File: config.mk
export PLATFORM = sky130hd
export DESIGN_NAME = reg_dump_reader
export DESIGN_NICKNAME = d
export VERILOG_FILES = /design/src/rtl/regfile_pkg.sv /design/src/rtl/reg_dump_reader.sv
export SDC_FILE = /design/constraint.sdc
export NUM_CORES = 1
export LEC_CHECK = 0
export CORE_ASPECT_RATIO = 0.5
export CORE_MARGIN = 1.5
export CORE_UTILIZATION = 39
export DETAILED_ROUTE_END_ITERATION = 10
export PLACE_DENSITY_LB_ADDON = 0.2
export SLEW_MARGIN = 0
export SYNTH_ARGS = -nofsm -noshare
export SYNTH_HDL_FRONTEND = slang
export SYNTH_SLANG_ARGS = --single-unit
File: constraint.sdc
create_clock -name i_clk -period 1.8 [get_ports i_clk]
set_input_delay 0.36 -clock i_clk [delete_from_list [all_inputs] [get_ports i_clk]]
set_output_delay 0.36 -clock i_clk [all_outputs]
set_load 0.005 [all_outputs]
File: src/rtl/regfile_pkg.sv
// rtl/regfile_pkg.sv - shared register-file geometry and dump reader state encoding
package regfile_pkg;

    localparam int REG_ADDR_W = 5;
    localparam int REG_DATA_W = 32;
    localparam int REG_COUNT  = 32;

    localparam logic [1:0] S_IDLE    = 2'd0;
    localparam logic [1:0] S_READ    = 2'd1;
    localparam logic [1:0] S_PRESENT = 2'd2;
    localparam logic [1:0] S_FIN     = 2'd3;

endpackage

File: src/rtl/reg_dump_reader.sv
// rtl/reg_dump_reader.sv - walks the register file read port and streams {addr, data} pairs
module reg_dump_reader
    import regfile_pkg::*;
#(
    parameter int ADDR_W    = REG_ADDR_W,
    parameter int DATA_W    = REG_DATA_W,
    parameter int NUM_REGS  = REG_COUNT,
    parameter int SKIP_ZERO = 0
) (
    input  logic              i_clk,
    input  logic              i_reset_n,
    input  logic              i_start,
    input  logic              i_abort,
    output logic              o_busy,
    output logic              o_done,
    output logic [ADDR_W-1:0] o_r_addr,
    input  logic [DATA_W-1:0] i_r_data,
    output logic              o_out_valid,
    input  logic              i_out_ready,
    output logic [ADDR_W-1:0] o_out_addr,
    output logic [DATA_W-1:0] o_out_data
);

    // One spare bit so NUM_REGS == 2**ADDR_W cannot wrap before the last-index compare.
    localparam int CNT_W = ADDR_W + 1;
    localparam logic [CNT_W-1:0] LAST_IDX  = CNT_W'(NUM_REGS - 1);
    localparam logic [CNT_W-1:0] FIRST_IDX = (SKIP_ZERO != 0) ? CNT_W'(1) : '0;

    logic [1:0]        r_state;
    logic [CNT_W-1:0]  r_idx;
    logic              r_out_valid;
    logic [ADDR_W-1:0] r_out_addr;
    logic [DATA_W-1:0] r_out_data;

    logic [ADDR_W-1:0] w_idx_addr;

    assign w_idx_addr = r_idx[ADDR_W-1:0];

    // Walk FSM: abort wins over everything, including a same-cycle handshake.
    always_ff @(posedge i_clk or negedge i_reset_n) begin
        if (!i_reset_n) begin
            r_state     <= S_IDLE;
            r_idx       <= '0;
            r_out_valid <= 1'b0;
            r_out_addr  <= '0;
            r_out_data  <= '0;
        end else if (i_abort && (r_state != S_IDLE)) begin
            r_state     <= S_IDLE;
            r_out_valid <= 1'b0;
        end else begin
            case (r_state)
                S_IDLE: begin
                    if (i_start) begin
                        r_idx   <= FIRST_IDX;
                        r_state <= S_READ;
                    end
                end
                S_READ: begin
                    r_out_data  <= i_r_data;
                    r_out_addr  <= w_idx_addr;
                    r_out_valid <= 1'b1;
                    r_state     <= S_PRESENT;
                end
                S_PRESENT: begin
                    if (i_out_ready) begin
                        r_out_valid <= 1'b0;
                        if (r_idx == LAST_IDX) begin
                            r_state <= S_FIN;
                        end else begin
                            r_idx   <= r_idx + 1'b1;
                            r_state <= S_READ;
                        end
                    end
                end
                S_FIN: begin
                    r_state <= S_IDLE;
                end
                default: begin
                    r_state <= S_IDLE;
                end
            endcase
        end
    end

    // Status and read address decode directly from state so reset clears them immediately.
    always_comb begin
        o_busy   = (r_state == S_READ) || (r_state == S_PRESENT);
        o_done   = (r_state == S_FIN);
        o_r_addr = (r_state == S_READ) ? w_idx_addr : '0;
    end

    assign o_out_valid = r_out_valid;
    assign o_out_addr  = r_out_addr;
    assign o_out_data  = r_out_data;

endmodule

==> flow_summary.toml <==
[run_status]
status = "finished clean"

[sta]
hold_viol_final = 0
final_max_slew_viol_count = 0
totalNegativeSetupSlack_ns = 0
setup_violations = 0
slew_at_the_pin_closest_to_its_max_slew_limit_ns = 0.4252
rsz0062_at_grt = "no"
max_slew_margin = 0.7165
highest_achievable_clock_rate_ghz = 0.5828
finalClockSkew_ns = 0.008316
finalCritPeriodShare = 0.9532
fin_crit_ns = 1.716

[drt]
drc = 0
routed_wl_mm = 4.237
routed_wire_length_per_instance_um = 13.58
avgViaCountPerCell = 4.747
firstDrtPassIters = 5
residual_antenna_violating_net_count_after_detailed_routing = 0
route.vias.total = 1481
drt_iter0_markers = 38

[clock_tree]
cts_max_path_buffers = 2
numClockSinks = 46
cts_buffers = 5
htree_num_levels = 2
cts_tree = "yes"
root_buffer = "clkbuf_8"
clk_latency_ns = 0.30
clk_pin_slew_worst_paths_ns = 0.08

[pwr]
pwr-share-comb = 0.471
total_switching_power_uw = 1296
worst_vdd_ir_uv = 815.2
pwr-share-seq = 0.365
cellPowerDensity_mw_per_mm2 = 1484
swShare = 0.2790
clock_power_share = 0.164
internal_power_uw = 3350
p_leak_uw = 0.001367

[critical_path]
required_ns = 1.44
rr_startpoint = "r_state[0]"
r2r_cells = 6
cp-start-kind = "flip-flop"
r2r-end = "r_idx[3]"
worst-setup-path-type = "reg -> out"
rrSetupSlack_ns = 0.11
cp_data_arrival_time_ns = 1.36
end_kind = "primary output"
timing.critical_path.fanout_max = 6

[die]
ioPinCount = 82
dieArea_mm2 = 0.005672
floorplan.initialDensity = 0.4077
die_y_um = 54.01
core_mm2 = 0.004977
placement_rows = 18
floorplan.die.width_um = 105.0

[synth]
syn-mean-instance-area_um2 = 14.09
seq_area_frac_synth = 0.5672
synth.net_count = 186
synth_cells = 144
yosys_warnings = 0
synth_cell_type_count = 31
synth.cell_area_mm2 = 0.002029
ys_seq_elements = 46

[finish]
finish.cell_count_without_fillers = 312
insertedDiodeCount = 0
final_core_util = 0.6290
multi_input_area_um2 = 843.3
drive_above_1_share = 0.2934
seqCellArea_mm2 = 0.001152
mostFrequentLayoutCells = "73 x clkdlybuf4s50_1, 45 x dfrtp_1, 35 x mux2_2"
final_net_count = 283
num-fill-cells = 430
areaGrowthSynthToFinish_pct = 54.25
mostFrequentLayoutCell = "clkdlybuf4s50_1"

[min_path]
min-delay-start = "o_out_data[19]"
min_to = "o_out_data[19]"
number_of_cells_traversed_by_the_worst_hold_path = 1
holdCritPathClass = "reg -> reg"

[global_route]
grt.total_usage = 0.1594
grt_overflow_total = 0
wire_length_of_the_first_global_routing_pass_mm = 6.996
grt_antenna_before_repair = 0
grt_start_max_net_pins = 20
globalRouteMet1Util = 0.1815
grt_util_met3 = 0.04479
grt_most_used_layer = "met2"
use_met2 = 0.2952
number_of_global_route_vias_before_repair = 1531

[placed_design]
dp_hpwl_mm = 3.246
place.gp.congestion = 0.8097
place_inst = 302
io_buffer_count = 81

[job]
max_cap_viol_count = 0
-- final cells by class --
class | count | area share
flip-flops and latches | 46 | 0.3681
repair buffers | 94 | 0.2946
multi-input cells | 90 | 0.2694
well taps | 70 | 0.02798
clock buffers | 6 | 0.02318
clock inverters | 2 | 0.01199
inverters | 4 | 0.004796
-- flip-flops by register name, indices dropped and copies added (netlist names) --
signal       cells
o_out_valid      1
o_out_data      32
r_idx            6
r_state          2
o_out_addr       5
-- critical path, cell delays in order, from the launching register on --
cell,delay (ns)
dfrtp_2,0.45
ha_4,0.19
and2_2,0.16
dlygate4sd2_1,0.26
-- stage by stage --
stage / cell area (um^2) / setup slack [ns] / power [uW] / hold slack [ns]
floorplan: 2029 / 0.1187 / 2673 / 0.06441
global placement: 2993 / -0.02592 / 3844 / 0.3221
detailed placement: 2993 / -0.06641 / 3908 / 0.3277
CTS: 3126 / 0.05709 / 4706 / 0.5090
global route: 3131 / 0.006110 / 4962 / 0.5277
finish: 3131 / 0.08425 / 4646 / 0.5007
-- what timing repair did --
action                                 4_1_cts  5_1_grt
setup endpoints to repair                    7        5
hold buffers                                 1        0
resized for setup                           12        3
setup buffers                                1        0
endpoints found under the hold margin       16        0
pin swaps                                    0        1
-- cell families (layout without fill, tap and decap cells) --
group	after synthesis	after routing	share of synthesized area
AO/OA/AOI/OAI	18	18	0.06721
AND/OR/NAND/NOR	29	29	0.09864
adder cells (fa/ha/maj)	5	5	0.03083
buffers and inverters	8	106	0.02589
multiplexers	38	38	0.2102
flip-flops	46	46	0.5672
-- cells in the mapped netlist --
cell type  count  share of area
o211ai_1       1         0.0037
a31oi_4        1          0.010
or2_4          1         0.0043
mux2_2        35           0.19
nand3_1        4         0.0099
and2_2         1         0.0037
and4b_4        1         0.0068
dfrtp_1       46           0.57
and4bb_2       1         0.0062
and2_1         4          0.012
a21boi_0       1         0.0037
nand4bb_1      1         0.0055
buf_6          3          0.017
nand2_4        1         0.0055
clkbuf_1       1         0.0018
inv_1          3         0.0055
nand3b_1       2         0.0074
and3_4         1         0.0055
o221ai_1       1         0.0043
ha_1           5          0.031
a21oi_1        4         0.0099
o21ai_0        9          0.022
mux2i_1        1         0.0049
nand4b_1       1         0.0043
o311ai_4       1          0.013
nand2_1        6          0.011
and3_2         1         0.0037
or3_1          1         0.0031
mux2_1         2          0.011
nand2b_1       3         0.0092
inv_2          1         0.0018
-- worst max path at each step --
stage	start	to	cells after the start
6_report	r_state[0]	o_r_addr[2]	3
5_1_grt	r_state[0]	r_idx[3]	6
2_1_floorplan	r_state[0]	r_idx[3]	6
3_5_place_dp	i_abort	r_idx[3]	5
3_3_place_gp	i_abort	r_idx[3]	5
4_1_cts	r_state[0]	o_r_addr[2]	3
-- power by group through the flow --
stage / registers (uW) / logic [uW] / clock network, uW
6_report: 1700 / 2190 / 762
5_1_grt: 1770 / 2360 / 831
4_1_cts: 1700 / 2220 / 789
3_5_place_dp: 1720 / 2190 / 0
3_3_place_gp: 1690 / 2150 / 0
2_1_floorplan: 1730 / 940 / 0
-- metal layers --
layer  wire (um)  part of all wire
met5           0                 0
met4          38            0.0090
met3         219             0.052
met2        2170              0.51
met1        1808              0.43
Power figures use the tool's default switching activity.
